===== src/rtl/checker_mpu_fetch_pkg.sv =====
// Shared constants, fetch-state encoding and buffer entry type for the checker MPU fetch stage.
// Latency: n/a (declarations only).
// Backpressure: n/a.
package checker_mpu_fetch_pkg;

    localparam int ADDR_W     = 15;
    localparam int INSN_W     = 48;
    localparam int INSN_BYTES = 6;
    localparam int MEM_BYTES  = 32768;

    localparam logic [1:0] ST_IDLE  = 2'd0;
    localparam logic [1:0] ST_RUN   = 2'd1;
    localparam logic [1:0] ST_ERROR = 2'd2;

    typedef struct packed {
        logic [ADDR_W-1:0] addr;
        logic [INSN_W-1:0] insn;
    } fetch_ent_t;

endpackage


===== src/rtl/checker_mpu_fetch_buf.sv =====
// Synchronous FIFO with flush; head entry is visible combinationally from storage.
// Latency: push visible at head the cycle after it is written.
// Backpressure: caller must never push when full without a same-cycle pop; flush wins over push/pop.
module checker_mpu_fetch_buf #(
    parameter int WIDTH = 63,
    parameter int DEPTH = 2,
    parameter int CNT_W = $clog2(DEPTH + 1)
) (
    input  logic             clk,
    input  logic             rst,
    input  logic             flush,
    input  logic             push,
    input  logic [WIDTH-1:0] push_dat,
    input  logic             pop,
    output logic [WIDTH-1:0] head_dat,
    output logic [CNT_W-1:0] count,
    output logic             empty
);

    localparam int PTR_W = (DEPTH > 1) ? $clog2(DEPTH) : 1;

    logic [WIDTH-1:0] mem [DEPTH];
    logic [PTR_W-1:0] wr_ptr;
    logic [PTR_W-1:0] rd_ptr;

    function automatic logic [PTR_W-1:0] ptr_next(input logic [PTR_W-1:0] p);
        return (p == PTR_W'(DEPTH - 1)) ? '0 : p + PTR_W'(1);
    endfunction

    always_ff @(posedge clk or posedge rst) begin
        if (rst) begin
            wr_ptr <= '0;
            rd_ptr <= '0;
            count  <= '0;
            for (int i = 0; i < DEPTH; i++) begin
                mem[i] <= '0;
            end
        end else if (flush) begin
            wr_ptr <= '0;
            rd_ptr <= '0;
            count  <= '0;
        end else begin
            if (push) begin
                mem[wr_ptr] <= push_dat;
                wr_ptr      <= ptr_next(wr_ptr);
            end
            if (pop) begin
                rd_ptr <= ptr_next(rd_ptr);
            end
            count <= count + CNT_W'(push) - CNT_W'(pop);
        end
    end

    assign head_dat = mem[rd_ptr];
    assign empty    = (count == '0);

endmodule


===== src/rtl/checker_mpu_fetch.sv =====
// Instruction fetch: PC, RAM address issue, 1-cycle RAM return into a small FIFO toward the decoder.
// Latency: start in T -> issue T+1 -> data T+2 -> insn_valid_o T+3; 1 insn/cycle sustained.
// Backpressure: issue only when buffered + in-flight entries still fit after this cycle's pop.
module checker_mpu_fetch
    import checker_mpu_fetch_pkg::*;
#(
    parameter int BUF_DEPTH = 2
) (
    input  logic              sys_clk,
    input  logic              sys_rst,
    input  logic              start_i,
    input  logic [ADDR_W-1:0] start_addr_i,
    input  logic              stop_i,
    input  logic              jmp_i,
    input  logic [ADDR_W-1:0] jmp_addr_i,
    output logic [ADDR_W-1:0] i_addr_o,
    input  logic [INSN_W-1:0] i_data_i,
    output logic [INSN_W-1:0] insn_o,
    output logic [ADDR_W-1:0] insn_addr_o,
    output logic              insn_valid_o,
    input  logic              insn_ready_i,
    output logic              running_o,
    output logic              err_o
);

    localparam int CNT_W = $clog2(BUF_DEPTH + 1);

    logic [1:0]        state;
    logic [ADDR_W:0]   pc;
    logic              inflight;
    logic [ADDR_W-1:0] tag_addr;
    logic              err_q;

    logic [CNT_W-1:0]  buf_count;
    logic              buf_empty;
    fetch_ent_t        head_ent;
    fetch_ent_t        push_ent;

    logic              run;
    logic              pop;
    logic              room;
    logic              overflow;
    logic              try_issue;
    logic              issue;
    logic              flush;
    logic              push;
    logic [CNT_W:0]    demand;

    assign run  = (state == ST_RUN);
    assign pop  = insn_valid_o & insn_ready_i;

    // pop implies a non-empty buffer, so this never underflows
    assign demand    = {1'b0, buf_count} + (CNT_W+1)'(inflight) - (CNT_W+1)'(pop);
    assign room      = demand < (CNT_W+1)'(BUF_DEPTH);
    // pc carries one extra bit so running off the top is seen here rather than wrapping to 0
    assign overflow  = pc > (ADDR_W+1)'(MEM_BYTES - INSN_BYTES);
    assign try_issue = run & ~stop_i & ~jmp_i & room;
    assign issue     = try_issue & ~overflow;
    assign flush     = stop_i | (run & jmp_i);
    assign push      = inflight & ~flush;

    assign push_ent.addr = tag_addr;
    assign push_ent.insn = i_data_i;

    always_ff @(posedge sys_clk or posedge sys_rst) begin
        if (sys_rst) begin
            state    <= ST_IDLE;
            pc       <= '0;
            inflight <= 1'b0;
            tag_addr <= '0;
            err_q    <= 1'b0;
        end else begin
            inflight <= issue;
            if (stop_i) begin
                state <= ST_IDLE;
            end else if (run) begin
                if (jmp_i) begin
                    pc <= {1'b0, jmp_addr_i};
                end else if (issue) begin
                    tag_addr <= pc[ADDR_W-1:0];
                    pc       <= pc + (ADDR_W+1)'(INSN_BYTES);
                end else if (try_issue) begin
                    state <= ST_ERROR;
                    err_q <= 1'b1;
                end
            end else if (start_i) begin
                state <= ST_RUN;
                pc    <= {1'b0, start_addr_i};
                err_q <= 1'b0;
            end
        end
    end

    checker_mpu_fetch_buf #(
        .WIDTH ($bits(fetch_ent_t)),
        .DEPTH (BUF_DEPTH),
        .CNT_W (CNT_W)
    ) u_buf (
        .clk      (sys_clk),
        .rst      (sys_rst),
        .flush    (flush),
        .push     (push),
        .push_dat (push_ent),
        .pop      (pop),
        .head_dat (head_ent),
        .count    (buf_count),
        .empty    (buf_empty)
    );

    assign i_addr_o     = pc[ADDR_W-1:0];
    assign insn_o       = head_ent.insn;
    assign insn_addr_o  = head_ent.addr;
    assign insn_valid_o = ~buf_empty;
    assign running_o    = run;
    assign err_o        = err_q;

endmodule


===== config.mk =====
export PLATFORM = sky130hd
export DESIGN_NAME = checker_mpu_fetch
export DESIGN_NICKNAME = d
export VERILOG_FILES = /design/src/rtl/checker_mpu_fetch_pkg.sv /design/src/rtl/checker_mpu_fetch_buf.sv /design/src/rtl/checker_mpu_fetch.sv
export SDC_FILE = /design/constraint.sdc
export NUM_CORES = 1
export LEC_CHECK = 0
export ABC_AREA = 1
export CAP_MARGIN = 10
export CORE_MARGIN = 2
export CORE_UTILIZATION = 55
export DETAILED_ROUTE_END_ITERATION = 16
export DONT_BUFFER_PORTS = 1
export PLACE_DENSITY_LB_ADDON = 0.08
export RECOVER_POWER = 25
export SYNTH_ARGS = -nofsm -noshare
export SYNTH_HDL_FRONTEND = slang
export SYNTH_HIERARCHICAL = 1
export SYNTH_SLANG_ARGS = --single-unit

===== constraint.sdc =====
create_clock -name sys_clk -period 3.9 [get_ports sys_clk]
set_clock_uncertainty 0.15 [all_clocks]
set_input_delay 0.195 -clock sys_clk [delete_from_list [all_inputs] [get_ports sys_clk]]
set_output_delay 0.195 -clock sys_clk [all_outputs]
set_load 0.1 [all_outputs]

**Word-level counts from Yosys, hierarchy flattened**

Cells that the tools add are included.

- $add $sub $neg: 7
- Magnitude comparators: 5
- Equal/unequal tests: 8
- Multiplexer cells: 28
- Bitwise logic cells: 15
- Reductions and logical operators: 11

Operator list:

| kind | number |
|---|---|
| $mux 63 | 4 |
| $bwmux 126 | 1 |
| $mux 16 | 4 |
| $demux 63 s1 | 1 |
| $add 16x3->16 const B | 1 |
| $gt 16x15->1 const B | 1 |
| $mux 2 | 7 |
| $mux 1 | 11 |
| $reduce_and 4->1 | 2 |
| $and 1x1->1 | 7 |
| $ne 3x2->1 const B | 2 |
| $ne 3x3->1 const B | 2 |
| $reduce_bool 2->1 | 3 |
| $not 1->1 | 5 |
| $reduce_and 5->1 | 1 |
| $ge 2x2->1 const B | 2 |
| $ne 2x2->1 const B | 2 |
| $not 1->2 | 2 |
| $add 2x1->3 | 1 |
| $lt 3x2->1 const B | 1 |
| $reduce_and 3->1 | 1 |
| $reduce_bool 3->1 | 1 |
| $sub 3x1->3 | 1 |
| $add 1x1->1 const B | 2 |
| 9 further kinds | 9 |

- Flip-flop bits (word level): 165
- Input port bits: 84
- Logic and storage cells: 84

**Depth between registers and ports, before layout**

Gate-level depths: netlist of the first run.

- Depth after elaboration: 11
- Gate-level depth with buffers: 14
- Mapped depth without buffers: 13

**By module**

Netlist of the first run, hierarchy kept.

Modules (own cells, without submodules):

| module | times used | cells each | area an instance (µm²) |
|---|---|---|---|
| checker_mpu_fetch_buf | 1 | 565 | 5691.7 |
| checker_mpu_fetch | 1 | 336 | 2308.5 |

**Worst setup path before layout of the first run**

No wires, ideal clock.

- Path kind: register to register
- From: register u_buf.count[1]
- To: register pc[12]
- Setup time: 0.118 ns
- Arrival: 2.421 ns
- Data required time: 3.632 ns
- Setup slack: 1.211 ns
- Cell stages (with the launch flop): 12
- Period minus slack after synthesis: 2.689 ns
- Path through: dfrtp_1 nor2_1 nor2_1 ha_1 or2_2 fa_1 nand4_1 nor2_4 nand3_4 buf_4 nand3_1 nand2_1

- Cells in the longest elaborated chain, start to end: 9
- Elaborated cells on any way between the ends: 10
- Those cells by class: add/sub: 2; order compare: 1; eq/ne: 1; bitwise: 4; reduce/logical: 2

RTL lines:

| element | RTL line | source |
|---|---|---|
| from (decl) | checker_mpu_fetch_buf.sv:16 | `output logic [CNT_W-1:0] count,` |
| from (signal assigned) | checker_mpu_fetch_buf.sv:50 | `count <= count + CNT_W'(push) - CNT_W'(pop);` |
| $logic_not 2->1 | checker_mpu_fetch_buf.sv:55 | `assign empty = (count == '0);` |
| via buf_empty | checker_mpu_fetch.sv:35 | `logic buf_empty;` |
| $not 1->1 | checker_mpu_fetch.sv:113 | `assign insn_valid_o = ~buf_empty;` |
| $and 1x1->1 | checker_mpu_fetch.sv:50 | `assign pop = insn_valid_o & insn_ready_i;` |
| via pop | checker_mpu_fetch.sv:40 | `logic pop;` |
| $sub 3x1->3 | checker_mpu_fetch.sv:53 | `assign demand = {1'b0, buf_count} + (CNT_W+1)'(inflight) - (CNT_W+1)'(pop);` |
| $lt 3x2->1 | checker_mpu_fetch.sv:54 | `assign room = demand < (CNT_W+1)'(BUF_DEPTH);` |
| $and 1x1->1 | checker_mpu_fetch.sv:57 | `assign try_issue = run & ~stop_i & ~jmp_i & room;` |
| $and 1x1->1 | checker_mpu_fetch.sv:58 | `assign issue = try_issue & ~overflow;` |
| $ne 3x2->1 (no line) | n/a |  |
| $reduce_and 3->1 (no line) | n/a |  |
| to (signal assigned) | checker_mpu_fetch.sv:78 | `pc <= {1'b0, jmp_addr_i};` |
| to (signal assigned) | checker_mpu_fetch.sv:81 | `pc <= pc + (ADDR_W+1)'(INSN_BYTES);` |
| to (signal assigned) | checker_mpu_fetch.sv:88 | `pc <= {1'b0, start_addr_i};` |
| to (decl) | checker_mpu_fetch.sv:29 | `logic [ADDR_W:0] pc;` |

The timed path passes the listed nets, and every way through them passes these cells.
A chain may end at the register's enable or synchronous reset.

**Final worst setup path of the first run**

- From: register u_buf.count[1]
- To: register state[0]

- Cells in the longest elaborated chain, start to end: 9
- Elaborated cells on any way between the ends: 11
- Those cells by class: add/sub: 2; order compare: 1; eq/ne: 2; bitwise: 4; reduce/logical: 2

RTL lines:

| element | RTL line | source |
|---|---|---|
| $logic_not 2->1 (*) | checker_mpu_fetch_buf.sv:55 |  |
| via buf_empty | checker_mpu_fetch.sv:35 |  |
| $not 1->1 (*) | checker_mpu_fetch.sv:113 |  |
| $and 1x1->1 (*) | checker_mpu_fetch.sv:50 |  |
| via pop | checker_mpu_fetch.sv:40 |  |
| $sub 3x1->3 (*) | checker_mpu_fetch.sv:53 |  |
| $lt 3x2->1 (*) | checker_mpu_fetch.sv:54 |  |
| $and 1x1->1 (*) | checker_mpu_fetch.sv:57 |  |
| $and 1x1->1 | checker_mpu_fetch.sv:58 |  |
| $ne 3x3->1 (no line) | n/a |  |
| $reduce_and 4->1 (no line) (*) | n/a |  |
| to (signal assigned) | checker_mpu_fetch.sv:67 | `state <= ST_IDLE;` |
| to (signal assigned) | checker_mpu_fetch.sv:75 | `state <= ST_IDLE;` |
| to (signal assigned) | checker_mpu_fetch.sv:83 | `state <= ST_ERROR;` |
| to (decl) | checker_mpu_fetch.sv:28 | `logic [1:0] state;` |

Mark *: on every way through the listed nets, which the timed path passes. The rest lies on a longest branch.

==> impl_results.html, run 1 <==
<table>
<tr><th>Metric</th><th>Value</th></tr>
<tr><th colspan="2">Setup path</th></tr>
<tr><td>Arr. time, crit path</td><td>3830 ps</td></tr>
<tr><td>Maximum fanout along the worst path</td><td>34</td></tr>
<tr><td>Crit path required time</td><td>4100 ps</td></tr>
<tr><td>List of cells traversed by the critical path</td><td>nor2_1 -&gt; nor2_1 -&gt; ha_1 -&gt; or2_2 -&gt; fa_1 -&gt; nand4_1 -&gt; nor2_4 -&gt; nand3_4 -&gt; nand2_1 -&gt; nand2_1 -&gt; nand2_1 -&gt; dlygate4sd3_1</td></tr>
<tr><td>Largest stage delay on the critical path</td><td>540 ps</td></tr>
<tr><td>Cell family with the largest share of critical-path delay</td><td>simple AND/OR/NAND/NOR gates</td></tr>
<tr><td>Startpoint types</td><td>flop</td></tr>
<tr><td>Most prevalent standard cell on the critical path</td><td>sky130_fd_sc_hd__nand2_1</td></tr>
<tr><td>Critical path start-end classification</td><td>reg -&gt; reg</td></tr>
<tr><td>Highest-delay cell along the critical path</td><td>sky130_fd_sc_hd__dlygate4sd3_1</td></tr>
<tr><td>Critical path capture point type</td><td>flop</td></tr>
<tr><td>Worst Path Buf+Inv</td><td>1</td></tr>
<tr><th colspan="2">Clock tree</th></tr>
<tr><td>Cell at the root of the clock tree</td><td>sky130_fd_sc_hd__clkbuf_16</td></tr>
<tr><td>TritonCTS Buffers</td><td>17</td></tr>
<tr><td>Number of clock sinks</td><td>165</td></tr>
<tr><td>Clock slew at reported path FFs</td><td>60 ps</td></tr>
<tr><td>Clock Latency Late Sink</td><td>410 ps</td></tr>
<tr><td>Number of buffers on the longest clock path</td><td>2</td></tr>
<tr><td>TritonCTS clock tree</td><td>built</td></tr>
<tr><td>Total number of H-tree levels</td><td>4</td></tr>
<tr><th colspan="2">Timing</th></tr>
<tr><td>Unrepaired setup endpoints after global routing</td><td>no</td></tr>
<tr><td>Clock period minus worst slack</td><td>3630 ps</td></tr>
<tr><td>Hold Vio Cnt, Final</td><td>0</td></tr>
<tr><td>Share of the clock period used by the worst path</td><td>0.930</td></tr>
<tr><td>Slew at the pin closest to its max-slew limit</td><td>2760 ps</td></tr>
<tr><td>Top achievable clock speed</td><td>276 MHz</td></tr>
<tr><td>Max_slew headroom</td><td>-0.842</td></tr>
<tr><td>Number of setup violations in the final report</td><td>0</td></tr>
<tr><td>Max-slew violations</td><td>111</td></tr>
<tr><td>Worst-case hold slack</td><td>226 ps</td></tr>
<tr><td>Setup TNS</td><td>0 ps</td></tr>
<tr><td>Setup ws final</td><td>274 ps</td></tr>
<tr><th colspan="2">GRT</th></tr>
<tr><td>Number of global-route vias before repair</td><td>6,080</td></tr>
<tr><td>Antenna violations before repair</td><td>0</td></tr>
<tr><td>GR Util All Layers</td><td>0.235</td></tr>
<tr><td>Maximum number of pins on one net before global-route repair</td><td>75</td></tr>
<tr><td>Overflow after GRT</td><td>0</td></tr>
<tr><td>Global-route wire length before repair</td><td>30,000 um</td></tr>
<tr><th colspan="2">Finish</th></tr>
<tr><td>Area used by multi-input combinational logic</td><td>0.00307 mm^2</td></tr>
<tr><td>Number of standard cells in the final layout excluding fillers</td><td>1,167</td></tr>
<tr><td>FILL cells</td><td>1,125</td></tr>
<tr><td>Ratio of cells with drive above 1 in the final layout</td><td>0.141</td></tr>
<tr><td>Area added between synthesis and finish</td><td>18.3%</td></tr>
<tr><td>Diodes inserted</td><td>0</td></tr>
<tr><td>Combined flip-flop and latch cell area</td><td>0.00413 mm^2</td></tr>
<tr><td>Final core utilization</td><td>0.658</td></tr>
<tr><td>Final net count</td><td>1,060</td></tr>
<tr><th colspan="2">Synth</th></tr>
<tr><td>Xor/xnor cell area share of the yosys netlist</td><td>0.00328</td></tr>
<tr><td>Count of mapped cells out of synthesis</td><td>901</td></tr>
<tr><td>Area share of fa/ha/maj cells after synthesis</td><td>0.00876</td></tr>
<tr><td>Dominant synthesized flop cell</td><td>sky130_fd_sc_hd__dfrtp_1</td></tr>
<tr><td>Number of distinct library cells after synthesis</td><td>34</td></tr>
<tr><td>Cell type contributing the most total cell area after synthesis</td><td>sky130_fd_sc_hd__dfrtp_1</td></tr>
<tr><td>Synth Register Bits</td><td>165</td></tr>
<tr><td>Cell with the most instances after synthesis</td><td>sky130_fd_sc_hd__nand2_1</td></tr>
<tr><td>Synth area leaders</td><td>sky130_fd_sc_hd__dfrtp_1, sky130_fd_sc_hd__nand2_1, sky130_fd_sc_hd__mux2_2</td></tr>
<tr><td>Post-synthesis compound-gate area fraction</td><td>0.106</td></tr>
<tr><td>Summed instance area of the synthesized netlist</td><td>0.00800 mm^2</td></tr>
<tr><td>Share of synthesized area spent on multiplexers</td><td>0.0887</td></tr>
<tr><td>Top cells by count, synth</td><td>sky130_fd_sc_hd__nand2_1, sky130_fd_sc_hd__dfrtp_1, sky130_fd_sc_hd__inv_1</td></tr>
<tr><td>Largest family of logic cells by synthesized area</td><td>simple AND/OR/NAND/NOR gates</td></tr>
<tr><td>Top cell type's share of synthesized area</td><td>0.516</td></tr>
<tr><td>Number of flops mapped to enable cells by yosys</td><td>0</td></tr>
<tr><td>Net count after synthesis</td><td>990</td></tr>
<tr><td>FFs w/ async S/R, synth</td><td>1.00</td></tr>
<tr><td>Area share of and/or/nand/nor cells after synthesis</td><td>0.178</td></tr>
<tr><td>Warning count from the yosys run</td><td>6</td></tr>
<tr><td>Synthesized area divided by synthesized cell count</td><td>8.88 um^2</td></tr>
<tr><td>Proportion of synthesized chip area in sequential cells</td><td>0.516</td></tr>
<tr><th colspan="2">Routing</th></tr>
<tr><td>Routed length per placed instance</td><td>15.2 um</td></tr>
<tr><td>Starting DRT DRC Count</td><td>442</td></tr>
<tr><td>Post-DRT Antenna Nets</td><td>0</td></tr>
<tr><td>Overall routed net length</td><td>17,700 um</td></tr>
<tr><td>DRT Pass-1 Iters</td><td>7</td></tr>
<tr><td>DRC violations left</td><td>0</td></tr>
<tr><td>Routed vias/inst</td><td>5.27</td></tr>
<tr><td>Vias</td><td>6,155</td></tr>
<tr><th colspan="2">Placement</th></tr>
<tr><td>GPL Wtd Cong</td><td>0.820</td></tr>
<tr><td>Count of input and output buffers</td><td>0</td></tr>
<tr><td>Cell Count Post-Placement</td><td>1,051</td></tr>
<tr><td>Setup WS pre-CTS</td><td>636 ps</td></tr>
<tr><td>DP HPWL</td><td>11,400 um</td></tr>
<tr><th colspan="2">Floorplan</th></tr>
<tr><td>Die footprint</td><td>0.0155 mm^2</td></tr>
<tr><td>Io pins</td><td>165</td></tr>
<tr><td>Count of standard-cell rows</td><td>44</td></tr>
<tr><td>Height of the chip</td><td>125 um</td></tr>
<tr><td>X dimension of the die</td><td>125 um</td></tr>
<tr><td>Initial Util</td><td>0.557</td></tr>
<tr><td>Core ar.</td><td>0.0144 mm^2</td></tr>
<tr><th colspan="2">Status</th></tr>
<tr><td>Outcome</td><td>finished, violations left</td></tr>
<tr><td>Failing checks</td><td>max-capacitance violations, max-slew violations</td></tr>
<tr><th colspan="2">Worst hold path</th></tr>
<tr><td>Hold crit path type</td><td>in -&gt; reg</td></tr>
<tr><th colspan="2">Job</th></tr>
<tr><td>Number of violations of the max-capacitance limit</td><td>2</td></tr>
<tr><th colspan="2">Pwr</th></tr>
<tr><td>Pwr Density</td><td>803 mW/mm^2</td></tr>
<tr><td>Largest voltage drop on the vdd net</td><td>0.345 mV</td></tr>
<tr><td>Standby leakage power</td><td>4.69 nW</td></tr>
</table>
==> where the power goes <==
part / switching, W / total (W) / internal, W / leakage [nW]
logic: 0.00306 / 0.00370 / 0.000645 / 2.22
registers: 0.000218 / 0.00232 / 0.00210 / 2.20
clock network: 0.000633 / 0.00158 / 0.000949 / 0.268
==> kinds of logic after synthesis <==
| group | Yosys count |
|---|---|
| and+or+nand+nor | 340 |
| adders and majority gates | 5 |
| muxes | 63 |
| buffers and inverters | 166 |
| xor gates and xnor gates | 3 |
| AOI/OAI and AO/OA | 159 |
| DFF | 165 |
==> what timing repair did <==
action | CTS | global route
endpoints found under the hold margin | 224 | 0
hold buffers | 85 | 0
endpoints found under the setup margin | 0 | 0
setup buffers | 0 | 0
gates resized for setup | 0 | 0
==> layout make-up <==
type                            instances  share of cell area
Timing Repair Buffer                  109               0.113
Tap cell                              184              0.0243
Clock inverter                         10              0.0114
Sequential cell                       165               0.437
Inverter                              108              0.0428
Multi-Input combinational cell        570               0.325
Clock buffer                           21              0.0476
==> flip-flops by register name, summed over array words and instances, names as in the netlist <==
signal        count
u_buf/wr_ptr      1
u_buf/mem       126
u_buf/rd_ptr      1
u_buf/count       2
tag_addr         15
pc               16
err_o             1
state             2
inflight          1
==> final timing paths <==
check / startpoint / to / slack [ps] / depth (start not counted)
hold reg to reg: u_buf/mem[21] / u_buf/mem[21] / 330 / 2
setup / recovery: u_buf/count[1] / state[0] / 270 / 12
max in group asynchronous: sys_rst / u_buf/rd_ptr / 770 / 2
min in group asynchronous: sys_rst / inflight / 810 / 3
setup reg to reg: u_buf/count[1] / state[0] / 270 / 12
hold / removal: start_i / pc[0] / 230 / 3
==> layer usage <==
metal,track usage,wire [um]
met1,0.310,7820
met2,0.396,8840
met3,0.0468,857
met4,0.0720,198
met5,0,0
==> stage by stage <==
| step | cell area (um^2) | total power [W] |
|---|---|---|
| floorplan | 8000 | 0.00564 |
| finish | 9460 | 0.00760 |
| CTS | 9470 | 0.00765 |
| global route | 9460 | 0.00794 |
| detailed placement | 8060 | 0.00595 |
| global placement | 8060 | 0.00588 |
==> worst register-to-register path, delay by kind of cell, from the launching register on <==
family        cells  cell delay (ps)
buf+inv           1              540
flops             1              450
simple gates      9             1640
fa+ha+maj         2              780
==> cell usage in the layout (no fill, tap or decap), drive strengths merged, types with 2 or more instances in the layout <==
master / n
nand3: 33
a21oi: 5
nor2: 29
ha: 4
dfrtp: 165
dlygate4sd3: 85
buf: 23
bufinv: 2
nand4: 5
o21ai: 147
clkbuf: 22
inv: 108
clkinv: 5
nand2: 270
clkinvlp: 3
o211ai: 3
mux2: 63
o21bai: 2
xor2: 3
No activity file was read; power rests on OpenSTA's default activity.
==> inputs of run 2 (changes only) <==
CORE_UTILIZATION = 58   (was 55)
==> impl_results.html, run 2 (synthesized netlist as in run 1, its figures left out) <==
<table>
<tr><th>Metric</th><th>Value</th></tr>
<tr><th colspan="2">Status</th></tr>
<tr><td>Outcome</td><td>finished, violations left</td></tr>
<tr><td>Failing checks</td><td>max-capacitance violations, max-slew violations</td></tr>
<tr><th colspan="2">Timing</th></tr>
<tr><td>Clock period minus worst slack</td><td>3600 ps (-29.9 ps)</td></tr>
<tr><td>Share of the clock period used by the worst path</td><td>0.922 (-0.00766)</td></tr>
<tr><td>Slew at the pin closest to its max-slew limit</td><td>1980 ps (-786 ps)</td></tr>
<tr><td>Setup ws final</td><td>304 ps (+29.9 ps)</td></tr>
<tr><td>Setup TNS</td><td>0 ps (unchanged)</td></tr>
<tr><td>Max-slew violations</td><td>84 (-24%)</td></tr>
<tr><td>Max_slew headroom</td><td>-0.325 (+0.517)</td></tr>
<tr><td>Hold Vio Cnt, Final</td><td>0 (unchanged)</td></tr>
<tr><td>Worst-case hold slack</td><td>249 ps (+23.4 ps)</td></tr>
<tr><td>Unrepaired setup endpoints after global routing</td><td>no</td></tr>
<tr><td>Number of setup violations in the final report</td><td>0 (unchanged)</td></tr>
<tr><td>Top achievable clock speed</td><td>278 MHz (+0.83%)</td></tr>
<tr><th colspan="2">Setup path</th></tr>
<tr><td>Largest stage delay on the critical path</td><td>550 ps (about the same)</td></tr>
<tr><td>Highest-delay cell along the critical path</td><td>sky130_fd_sc_hd__dlygate4sd3_1</td></tr>
<tr><td>Critical path capture point type</td><td>flop</td></tr>
<tr><td>List of cells traversed by the critical path</td><td>nor2_1 -&gt; nor2_1 -&gt; ha_1 -&gt; or2_2 -&gt; fa_1 -&gt; nand4_1 -&gt; nor2_4 -&gt; nand3_4 -&gt; nand3_1 -&gt; dlygate4sd3_1 -&gt; nand2_1</td></tr>
<tr><td>Arr. time, crit path</td><td>3760 ps (-70 ps)</td></tr>
<tr><td>Worst Path Buf+Inv</td><td>1 (unchanged)</td></tr>
<tr><td>Most prevalent standard cell on the critical path</td><td>sky130_fd_sc_hd__nor2_1</td></tr>
<tr><td>Critical path start-end classification</td><td>reg -&gt; reg</td></tr>
<tr><td>Crit path required time</td><td>4060 ps (-40 ps)</td></tr>
<tr><td>Startpoint types</td><td>flop</td></tr>
<tr><td>Cell family with the largest share of critical-path delay</td><td>simple AND/OR/NAND/NOR gates</td></tr>
<tr><td>Maximum fanout along the worst path</td><td>23 (-32%)</td></tr>
<tr><th colspan="2">Finish</th></tr>
<tr><td>Most used cells in the layout excluding fill and tap cells</td><td>sky130_fd_sc_hd__nand2_1, sky130_fd_sc_hd__dfrtp_1, sky130_fd_sc_hd__inv_1</td></tr>
<tr><td>Area added between synthesis and finish</td><td>17.9%</td></tr>
<tr><td>Register with the highest flop count</td><td>u_buf/mem</td></tr>
<tr><td>Registers with the most flip-flops</td><td>u_buf/mem (126), pc (16), tag_addr (15)</td></tr>
<tr><td>FILL cells</td><td>1,025 (-8.9%)</td></tr>
<tr><td>Leading cell type in the layout, fill and taps excluded</td><td>sky130_fd_sc_hd__nand2_1</td></tr>
<tr><td>Final net count</td><td>1,062 (+0.19%)</td></tr>
<tr><td>Flip-flop count of the largest register after layout</td><td>126 (unchanged)</td></tr>
<tr><td>Diodes inserted</td><td>0 (unchanged)</td></tr>
<tr><td>Ratio of cells with drive above 1 in the final layout</td><td>0.130 (-0.0115)</td></tr>
<tr><th colspan="2">Placement</th></tr>
<tr><td>DP HPWL</td><td>11,600 um (+1.3%)</td></tr>
<tr><td>GPL Wtd Cong</td><td>0.837 (+2.1%)</td></tr>
<tr><td>Setup WS pre-CTS</td><td>542 ps (-94.0 ps)</td></tr>
<tr><td>Count of input and output buffers</td><td>0 (unchanged)</td></tr>
<tr><th colspan="2">Routing</th></tr>
<tr><td>Routed length per placed instance</td><td>15.6 um (+2.5%)</td></tr>
<tr><td>DRT Pass-1 Iters</td><td>5 (-2)</td></tr>
<tr><td>Starting DRT DRC Count</td><td>448 (+1.4%)</td></tr>
<tr><td>Routed vias/inst</td><td>5.28 (+0.17%)</td></tr>
<tr><td>DRC violations left</td><td>0 (unchanged)</td></tr>
<tr><td>Post-DRT Antenna Nets</td><td>0 (unchanged)</td></tr>
<tr><td>Vias</td><td>6,134 (-0.34%)</td></tr>
<tr><td>Overall routed net length</td><td>18,100 um (+2.0%)</td></tr>
<tr><th colspan="2">Floorplan</th></tr>
<tr><td>Core ar.</td><td>0.0133 mm^2 (-7.1%)</td></tr>
<tr><td>X dimension of the die</td><td>121 um (-2.5%)</td></tr>
<tr><td>Height of the chip</td><td>121 um (-2.5%)</td></tr>
<tr><td>Die footprint</td><td>0.0147 mm^2 (-5.0%)</td></tr>
<tr><td>Count of standard-cell rows</td><td>42 (-4.5%)</td></tr>
<tr><td>Initial Util</td><td>0.599 (+0.0426)</td></tr>
<tr><td>Io pins</td><td>165 (unchanged)</td></tr>
<tr><th colspan="2">Clock tree</th></tr>
<tr><td>Number of buffers on the longest clock path</td><td>2 (unchanged)</td></tr>
<tr><td>Cell at the root of the clock tree</td><td>sky130_fd_sc_hd__clkbuf_16</td></tr>
<tr><td>Clock slew at reported path FFs</td><td>60 ps (about the same)</td></tr>
<tr><td>Number of clock sinks</td><td>165 (unchanged)</td></tr>
<tr><td>Total number of H-tree levels</td><td>4 (unchanged)</td></tr>
<tr><td>TritonCTS clock tree</td><td>built</td></tr>
<tr><td>TritonCTS Buffers</td><td>17 (unchanged)</td></tr>
<tr><td>Clock Latency Late Sink</td><td>420 ps (about the same)</td></tr>
<tr><th colspan="2">Pwr</th></tr>
<tr><td>Standby leakage power</td><td>4.64 nW (-0.93%)</td></tr>
<tr><td>Pwr Density</td><td>815 mW/mm^2 (+1.4%)</td></tr>
<tr><td>Largest voltage drop on the vdd net</td><td>0.370 mV (+7.4%)</td></tr>
<tr><td>Power Total</td><td>0.00768 W (+1.1%)</td></tr>
<tr><th colspan="2">GRT</th></tr>
<tr><td>Maximum number of pins on one net before global-route repair</td><td>61 (-19%)</td></tr>
<tr><td>Overflow after GRT</td><td>0 (unchanged)</td></tr>
<tr><td>Antenna violations before repair</td><td>0 (unchanged)</td></tr>
<tr><td>GR Util All Layers</td><td>0.254 (+0.0191)</td></tr>
<tr><td>Global-route wire length before repair</td><td>29,400 um (-1.9%)</td></tr>
<tr><td>Number of global-route vias before repair</td><td>6,262 (+3.0%)</td></tr>
<tr><th colspan="2">Worst hold path</th></tr>
<tr><td>Hold crit path type</td><td>in -&gt; reg</td></tr>
<tr><th colspan="2">Job</th></tr>
<tr><td>Number of violations of the max-capacitance limit</td><td>2 (unchanged)</td></tr>
</table>
[run 2: cell count changes in the layout (fill, tap and decap cells not counted), sizes merged]
cell,delta
nand3,+1
buf,-14
bufinv,+2
dlygate4sd3,-1
inv,-1
clkinv,-1
clkbuf,+16
[run 2: power by group]
part	switching, W	total [W]	internal (W)
registers	0.000214	0.00231	0.00210
clock network	0.000625	0.00170	0.00108
logic	0.00307	0.00366	0.000599
[run 2: cell type report]
| class | count | area [um^2] | area share |
|---|---|---|---|
| inverters | 108 | 407 | 0.0431 |
| well taps | 176 | 220 | 0.0233 |
| flip-flops and latches | 165 | 4130 | 0.438 |
| clock buffers | 21 | 450 | 0.0478 |
| multi-input cells | 571 | 3080 | 0.327 |
| repair buffers | 110 | 986 | 0.105 |
| clock inverters | 10 | 155 | 0.0165 |
[run 2: path summary, 6_finish.rpt]
kind                                     start  slack [ps]              to  depth (start not counted)
worst max register to register  u_buf/count[1]         300        state[1]                         11
max in group asynchronous              sys_rst        1270   u_buf/mem[92]                          3
min in group asynchronous              sys_rst         600   u_buf/mem[52]                          2
worst max-delay path            u_buf/count[1]         300        state[1]                         11
worst min-delay path                   start_i         250           pc[0]                          3
worst min register to register  u_buf/mem[123]         330  u_buf/mem[123]                          2
[run 2: what timing repair did]
action,in CTS,in global routing
endpoints found under the hold margin,197,0
resized for setup,0,0
endpoints found under the setup margin,0,1
setup buffers,0,0
hold buffers,84,0
[run 2: tightest hold or removal path, delay by kind of cell]
kind,cells,cell delay (ps)
simple gates,1,160
compound gates,2,420
[run 2: routing by layer]
metal	GRT usage	wire (um)
met1	0.306	7470
met2	0.448	9260
met3	0.0573	1040
met4	0.0905	298
met5	0	0
[run 2: metrics by stage]
step,util,instances,area (um^2)
finish,0.707,1161,9430
global route,0.707,1161,9430
CTS,0.711,1160,9490
detailed placement,0.602,1045,8040
global placement,0.602,1045,8040
floorplan,-,901,8000
